### config.mk
export PLATFORM = sky130hd
export DESIGN_NAME = vtg_telemetry_framer_flat
export DESIGN_NICKNAME = d
export VERILOG_FILES = /design/src/rtl/vtg_telemetry_framer_if.sv /design/src/rtl/vtg_telemetry_framer.sv /design/src/flat_wrapper.sv
export SDC_FILE = /design/constraint.sdc
export NUM_CORES = 1
export LEC_CHECK = 0
export ABC_CLOCK_PERIOD_IN_PS = 6950
export CAP_MARGIN = 10
export CORE_MARGIN = 5
export CORE_UTILIZATION = 30
export CTS_BUF_LIST = sky130_fd_sc_hd__clkbuf_16
export DETAILED_ROUTE_END_ITERATION = 12
export PLACE_DENSITY_LB_ADDON = 0.12
export RECOVER_POWER = 25
export SLEW_MARGIN = 25
export SYNTH_ARGS = -nofsm -noshare
export SYNTH_HDL_FRONTEND = slang
export SYNTH_SLANG_ARGS = --single-unit
export TNS_END_PERCENT = 50
### constraint.sdc
create_clock -name clk -period 6.95 [get_ports clk]
set_clock_uncertainty 0.15 [all_clocks]
set_input_delay 2.085 -clock clk [delete_from_list [all_inputs] [get_ports clk]]
set_output_delay 2.085 -clock clk [all_outputs]
set_load 0.005 [all_outputs]
### src/rtl/vtg_telemetry_framer_if.sv
// Byte-serial telemetry stream carrying one framed window summary.
// The framer drives data/valid (master); the sink drives ready (slave).
interface vtg_telemetry_framer_if;
  logic [7:0] frame_data;
  logic       frame_valid;
  logic       frame_ready;

  modport master (
    output frame_data,
    output frame_valid,
    input  frame_ready
  );

  modport slave (
    input  frame_data,
    input  frame_valid,
    output frame_ready
  );
endinterface

### src/rtl/vtg_telemetry_framer.sv
// vtg_telemetry_framer: accumulates 2^WINDOW_LOG2 voltage samples, snapshots
// min/max/mean per window and emits them as a byte-serial frame
// (0xA5, seq, min, max, avg[, chk]).  Capture keeps running while a frame
// drains; a window that completes while the previous frame is still busy is
// dropped and flagged through the sticky overrun output.
// Optional feature: define VTG_FRAME_CHECKSUM_EN to append the XOR checksum
// byte (seq ^ min ^ max ^ avg) as a sixth byte.
module vtg_telemetry_framer #(
  parameter int WINDOW_LOG2 = 3
) (
  input  logic                          clk,
  input  logic                          rst,
  input  logic [7:0]                    sample_in,
  input  logic                          sample_valid,
  vtg_telemetry_framer_if.master        frame_if,
  output logic                          busy,
  output logic                          overrun,
  input  logic                          clear_overrun
);

  localparam int SW = 8 + WINDOW_LOG2;

`ifdef VTG_FRAME_CHECKSUM_EN
  typedef enum logic [2:0] {S_IDLE, S_HDR, S_SEQ, S_MIN, S_MAX, S_AVG, S_CHK} state_t;
  localparam state_t LAST_STATE = S_CHK;
`else
  typedef enum logic [2:0] {S_IDLE, S_HDR, S_SEQ, S_MIN, S_MAX, S_AVG} state_t;
  localparam state_t LAST_STATE = S_AVG;
`endif

  state_t state_q, state_d;

  logic [SW-1:0]          sum_q;
  logic [7:0]             min_q;
  logic [7:0]             max_q;
  logic [WINDOW_LOG2-1:0] cnt_q;

  logic [7:0] seq_q;
  logic [7:0] snap_seq_q;
  logic [7:0] snap_min_q;
  logic [7:0] snap_max_q;
  logic [7:0] snap_avg_q;
  logic       overrun_q;

  logic [SW-1:0] sum_upd;
  logic [7:0]    min_upd;
  logic [7:0]    max_upd;
  logic          win_done;
  logic          last_hs;
  logic          load;
  logic          frame_valid_int;
  logic [7:0]    frame_data_int;

  // Accumulator values including the current sample, plus window/load decisions.
  always_comb begin
    sum_upd  = sum_q + {{WINDOW_LOG2{1'b0}}, sample_in};
    min_upd  = (sample_in < min_q) ? sample_in : min_q;
    max_upd  = (sample_in > max_q) ? sample_in : max_q;
    win_done = sample_valid && (cnt_q == {WINDOW_LOG2{1'b1}});
    // The final byte being accepted frees the snapshot on this same edge.
    last_hs  = (state_q == LAST_STATE) && frame_if.frame_ready;
    load     = win_done && ((state_q == S_IDLE) || last_hs);
  end

  // Window accumulators; reinitialised on the completing sample.
  always_ff @(posedge clk) begin
    if (rst) begin
      sum_q <= '0;
      min_q <= 8'hFF;
      max_q <= 8'h00;
      cnt_q <= '0;
    end else if (sample_valid) begin
      if (win_done) begin
        sum_q <= '0;
        min_q <= 8'hFF;
        max_q <= 8'h00;
        cnt_q <= '0;
      end else begin
        sum_q <= sum_upd;
        min_q <= min_upd;
        max_q <= max_upd;
        cnt_q <= cnt_q + {{(WINDOW_LOG2-1){1'b0}}, 1'b1};
      end
    end
  end

  // Snapshot of a completed window; only loaded when the frame path is free.
  always_ff @(posedge clk) begin
    if (rst) begin
      seq_q      <= 8'h00;
      snap_seq_q <= 8'h00;
      snap_min_q <= 8'h00;
      snap_max_q <= 8'h00;
      snap_avg_q <= 8'h00;
    end else if (load) begin
      seq_q      <= seq_q + 8'h01;
      snap_seq_q <= seq_q;
      snap_min_q <= min_upd;
      snap_max_q <= max_upd;
      snap_avg_q <= sum_upd[SW-1:WINDOW_LOG2];
    end
  end

  // Sticky overrun: a dropped window sets it, and setting beats clearing.
  always_ff @(posedge clk) begin
    if (rst) begin
      overrun_q <= 1'b0;
    end else if (win_done && !load) begin
      overrun_q <= 1'b1;
    end else if (clear_overrun) begin
      overrun_q <= 1'b0;
    end
  end

  // Frame FSM state register.
  always_ff @(posedge clk) begin
    if (rst) begin
      state_q <= S_IDLE;
    end else begin
      state_q <= state_d;
    end
  end

  // Frame FSM next state: one byte per accepted handshake.
  always_comb begin
    state_d = state_q;
    case (state_q)
      S_IDLE: if (load) state_d = S_HDR;
      S_HDR:  if (frame_if.frame_ready) state_d = S_SEQ;
      S_SEQ:  if (frame_if.frame_ready) state_d = S_MIN;
      S_MIN:  if (frame_if.frame_ready) state_d = S_MAX;
      S_MAX:  if (frame_if.frame_ready) state_d = S_AVG;
`ifdef VTG_FRAME_CHECKSUM_EN
      S_AVG:  if (frame_if.frame_ready) state_d = S_CHK;
      S_CHK:  if (frame_if.frame_ready) state_d = load ? S_HDR : S_IDLE;
`else
      S_AVG:  if (frame_if.frame_ready) state_d = load ? S_HDR : S_IDLE;
`endif
      default: state_d = S_IDLE;
    endcase
  end

  // Frame byte selection from the stable snapshot.
  always_comb begin
    frame_valid_int = (state_q != S_IDLE);
    frame_data_int  = 8'h00;
    case (state_q)
      S_HDR: frame_data_int = 8'hA5;
      S_SEQ: frame_data_int = snap_seq_q;
      S_MIN: frame_data_int = snap_min_q;
      S_MAX: frame_data_int = snap_max_q;
      S_AVG: frame_data_int = snap_avg_q;
`ifdef VTG_FRAME_CHECKSUM_EN
      S_CHK: frame_data_int = snap_seq_q ^ snap_min_q ^ snap_max_q ^ snap_avg_q;
`endif
      default: frame_data_int = 8'h00;
    endcase
  end

  assign frame_if.frame_data  = frame_data_int;
  assign frame_if.frame_valid = frame_valid_int;
  assign busy                 = frame_valid_int;
  assign overrun              = overrun_q;

endmodule

### src/flat_wrapper.sv
// flat-port wrapper written by rule: the top's interface ports become plain ports
module vtg_telemetry_framer_flat 
#(
  parameter int WINDOW_LOG2 = 3
)
  (clk, rst, sample_in, sample_valid, busy, overrun, clear_overrun, frame_if_frame_data, frame_if_frame_valid, frame_if_frame_ready);
  vtg_telemetry_framer_if frame_if_i ();
  input  logic clk;
  input  logic rst;
  input  logic [7:0] sample_in;
  input  logic sample_valid;
  output logic busy;
  output logic overrun;
  input  logic clear_overrun;
  output wire logic [$bits(frame_if_i.frame_data)-1:0] frame_if_frame_data;
  output wire logic [$bits(frame_if_i.frame_valid)-1:0] frame_if_frame_valid;
  input wire logic [$bits(frame_if_i.frame_ready)-1:0] frame_if_frame_ready;
  assign frame_if_frame_data = frame_if_i.frame_data;
  assign frame_if_frame_valid = frame_if_i.frame_valid;
  assign frame_if_i.frame_ready = frame_if_frame_ready;
  vtg_telemetry_framer #(.WINDOW_LOG2(WINDOW_LOG2)) u_core (.clk(clk), .rst(rst), .sample_in(sample_in), .sample_valid(sample_valid), .frame_if(frame_if_i), .busy(busy), .overrun(overrun), .clear_overrun(clear_overrun));
endmodule
**After elaboration in Yosys (flattened, before gate mapping)**

Cells that the tools add are included.

- Bits in registers: 74
- Input port bits: 13
- Output and inout port bits: 11
- Word-level logic and storage cells: 55

- Add/sub/neg operators: 3
- Magnitude comparators: 2
- Eq/ne operators: 12
- Mux-type cells: 17
- Reduce and logical (&&, ||, !) cells: 10

Operator list:

| operator | number |
|---|---|
| $pmux W8 S5 | 1 |
| $mux W8 | 4 |
| $mux W3 | 7 |
| $pmux W3 S6 | 1 |
| $add A11 B8 Y11 | 1 |
| $mux W11 | 1 |
| $ne A2 B2 Y1 const B | 5 |
| $eq A3 B3 Y1 const B | 3 |
| $add A8 B1 Y8 const B | 1 |
| $gt A8 B8 Y1 | 1 |
| $lt A8 B8 Y1 | 1 |
| $eq A3 B2 Y1 const B | 2 |
| $reduce_and A6 Y1 | 1 |
| $logic_and A1 B1 Y1 | 4 |
| $add A3 B1 Y3 const B | 1 |
| $eq A3 B1 Y1 const B | 1 |
| $logic_not A3 Y1 | 1 |
| $mux W1 | 3 |
| $reduce_bool A3 Y1 | 1 |
| $ne A2 B1 Y1 const B | 1 |
| $reduce_bool A2 Y1 | 1 |
| $logic_not A1 Y1 | 1 |
| $logic_or A1 B1 Y1 | 1 |

**Longest topological paths before layout**

- Depth in word-level cells: 7
- Mapped depth: 9
- Mapped depth without buffers: 7

**Worst setup path before layout**

OpenSTA, ideal clock, no wires.

- Path type: input port to flip-flop
- From: in sample_in[0]
- To: reg u_core.snap_avg_q[7]
- Library setup time: 86 ps
- Arrival: 3,564 ps
- Data required time: 6,714 ps
- Setup slack: 3,151 ps
- Stages on the path: 7
- Path buffers: 0
- Path through: ha_1 > fa_1 > a21oi_1 > o221ai_1 > and4_1 > xnor2_1 > a211oi_1

- Longest elaborated chain between the ends: 1

Ends and longest elaborated chain:

| what | line | RTL |
|---|---|---|
| start, declared | flat_wrapper.sv:10 | `input logic [7:0] sample_in;` |
| $add A11 B8 Y11 | vtg_telemetry_framer.sv:56 | `sum_upd = sum_q + {{WINDOW_LOG2{1'b0}}, sample_in};` |
| end signal, assigned | vtg_telemetry_framer.sv:100 | `snap_avg_q <= sum_upd[SW-1:WINDOW_LOG2];` |
| end, declared | vtg_telemetry_framer.sv:42 | `logic [7:0] snap_avg_q;` |

Every way passes these cells.
A chain may end at the register's enable or synchronous reset.

**Worst setup path after layout**

- From: in sample_valid
- To: reg u_core.seq_q[6]

- Longest elaborated chain between the ends: 2

Ends and longest elaborated chain:

| what | line | RTL |
|---|---|---|
| start, declared | flat_wrapper.sv:11 | `input logic sample_valid;` |
| $logic_and A1 B1 Y1 | vtg_telemetry_framer.sv:59 | `win_done = sample_valid && (cnt_q == {WINDOW_LOG2{1'b1}});` |
| $logic_and A1 B1 Y1 | vtg_telemetry_framer.sv:62 | `load = win_done && ((state_q == S_IDLE) \|\| last_hs);` |
| end signal, assigned | vtg_telemetry_framer.sv:96 | `seq_q <= seq_q + 8'h01;` |
| end, declared | vtg_telemetry_framer.sv:38 | `logic [7:0] seq_q;` |

Every way passes these cells.

==> flow_summary.ini <==
[setup_path]
endpoint_kind = register
r2r_setup_slack_ns = 3.77
path_class = in2reg
worstPathMaxFanout = 24
crit_required_ns = 7.01
start_kind = primary input
arrival_ns = 5.66

[clock_network]
cts.path.max_buffers = 2
cts.reportedPaths.clkPinSlew_ns = 0.06
clock_sinks = 74
cts_buffers = 9
cts_setup_buffers = 0
ctsResizeCount = 0
cts_max_level = 3
cts_tree = built
cts-root-buf = clkbuf_16
insertion_delay_ns = 0.35
holdBufCountCts = 0

[finish]
final-seq-area_mm2 = 0.00148
diodes = 0
post-route-util_pct = 35.3
layout-drive-gt1-share_pct = 6.23
nets = 565
design_area_mm2 = 0.00489
area_growth_pct = 15.0
multiInputGateArea_mm2 = 0.00251
fillers = 1494

[sta]
setup_viol = 0
fin_setup_tns_ns = 0
rsz0062_at_grt = no
hold_violations = 0
report.final.slew_viol_count = 0
max_freq_mhz = 179
fin_crit_sh_pct = 80.4
timing.hold.ws_ns = 0.306
tightest_slew_ns = 1.29
period_needed_ns = 5.59
slew_headroom_pct = 13.7

[synth]
avgSynthCellArea_um2 = 8.30
syn_inst = 513
synthDistinctLibCells = 61
synthArstFlopShare_pct = 0
syn_nets = 553
synth_top_area_cell = dfxtp_1
synth_area_mm2 = 0.00426
synth_edf_count = 0
synth-seq-cells = 74
synth_ff_type = dfxtp_1
yosysSeqAreaShare_pct = 34.8
yosysMostFrequentCell = dfxtp_1
synth.top_cells.by_count = dfxtp_1, a21oi_1, nor2_1
yosysTopAreaCellShare_pct = 34.8
ys_top_cells_by_area = dfxtp_1, ha_1, a21oi_1
ys.warnings.count = 0

[grt]
grt_pass1_vias = 3613
antenna_found_initial = 0
grt-ovfl-total = 0
grt_pass1_wl_um = 19200
grt_max_degree = 61
grt.total_usage_pct = 14.8

[placed_design]
postPlaceCellArea_mm2 = 0.00464
gp_congestion = 0.776
port_buffers = 23
hpwl_um = 8420

[min_path]
hold_class = reg2reg

[floorplanning]
core-area_mm2 = 0.0139
rows = 43
die_area_mm2 = 0.0167
die_h_um = 129
initial_core_util_pct = 30.7
fp.dieW_um = 129
io_pins = 24

[status]
status = finished clean

[routing]
viasPerCell = 5.33
drt_iter0_drc = 257
drc = 0
ant_nets = 0
wl_per_cell_um = 16.8
vias = 3786
drt-total-wl_um = 11900
drtPass1Iterations = 4

[flow_run]
maxCapViolCount = 0

[pwr]
ir_worst_vdd_v = 0.0000764
p_leak_nw = 1.88
power_density_mw_per_mm2 = 221
## metal layers
metal | GRT usage, % | up-vias | wire, um
met5 | 0 | - | 0
met4 | 5.50 | 0 | 195
met3 | 2.84 | 16 | 498
met2 | 24.1 | 73 | 5530
met1 | 19.6 | 1802 | 5690
li1 | - | 1895 | -
## through the flow
stage | power (mW) | setup WS, ns | instances
after floorplan | 0.571 | 3.15 | 513
after detailed placement | 0.620 | 2.03 | 694
after CTS | 1.10 | 1.96 | 710
final | 1.08 | 1.36 | 710
after global routing | 1.13 | 1.03 | 710
after global placement | 0.617 | 2.11 | 694
## where the power goes
| group | switching [mW] | internal (mW) | total (mW) | leakage (nW) |
|---|---|---|---|---|
| clock network | 0.192 | 0.277 | 0.469 | 0.143 |
| logic | 0.0964 | 0.0630 | 0.159 | 1.14 |
| registers | 0.0109 | 0.440 | 0.451 | 0.601 |
## critical path: stages
cell,delay [ns]
dlygate4sd3_1,0.52
clkbuf_1,0.94
nand2_1,0.38
a2111oi_0,0.63
clkbuf_1,0.67
nand3_1,0.18
xor2_1,0.19
nor2_1,0.05
## worst paths after layout
path                                            from              endpoint  cells after the start
worst max-delay path                    sample_valid       u_core.seq_q[6]                      8
worst max register to register       u_core.cnt_q[0]       u_core.seq_q[6]                      8
worst min-delay path            u_core.snap_avg_q[1]  u_core.snap_avg_q[1]                      2
worst min register to register  u_core.snap_avg_q[1]  u_core.snap_avg_q[1]                      2
## cell families after synthesis
group | count (synthesis) | synth area share [%]
DFF | 74 | 34.8
xor gates and xnor gates | 15 | 3.09
buffers and inverters | 56 | 5.64
and+or+nand+nor | 190 | 22.7
adders and majority gates | 27 | 8.11
muxes | 13 | 3.06
AOI/OAI and AO/OA | 138 | 22.6
## state kept, by name (all words and copies together) (netlist names)
signal	count
u_core.state_q	3
u_core.overrun	1
u_core.sum_q	11
u_core.max_q	8
u_core.min_q	8
u_core.snap_avg_q	8
u_core.cnt_q	3
u_core.seq_q	8
u_core.snap_max_q	8
u_core.snap_min_q	8
u_core.snap_seq_q	8
## layout make-up
| type | instances | share of cell area [%] |
|---|---|---|
| repair buffers | 34 | 6.06 |
| flip-flops and latches | 74 | 30.3 |
| multi-input cells | 383 | 51.3 |
| clock buffers | 9 | 4.60 |
| clock inverters | 7 | 1.41 |
| inverters | 23 | 1.76 |
| well taps | 180 | 4.60 |
## cells in the final DEF (no fill, tap or decap), types with 10 or more instances in the layout
master / count
nor2_1: 47
mux2i_1: 13
ha_1: 26
inv_1: 21
nor2b_1: 11
nor3_1: 12
and3_1: 10
clkdlybuf4s50_1: 18
nand3_1: 36
dfxtp_1: 74
nand2_1: 40
o211ai_1: 19
o21ai_0: 11
a21oi_1: 49
Power figures use the tool's default switching activity.
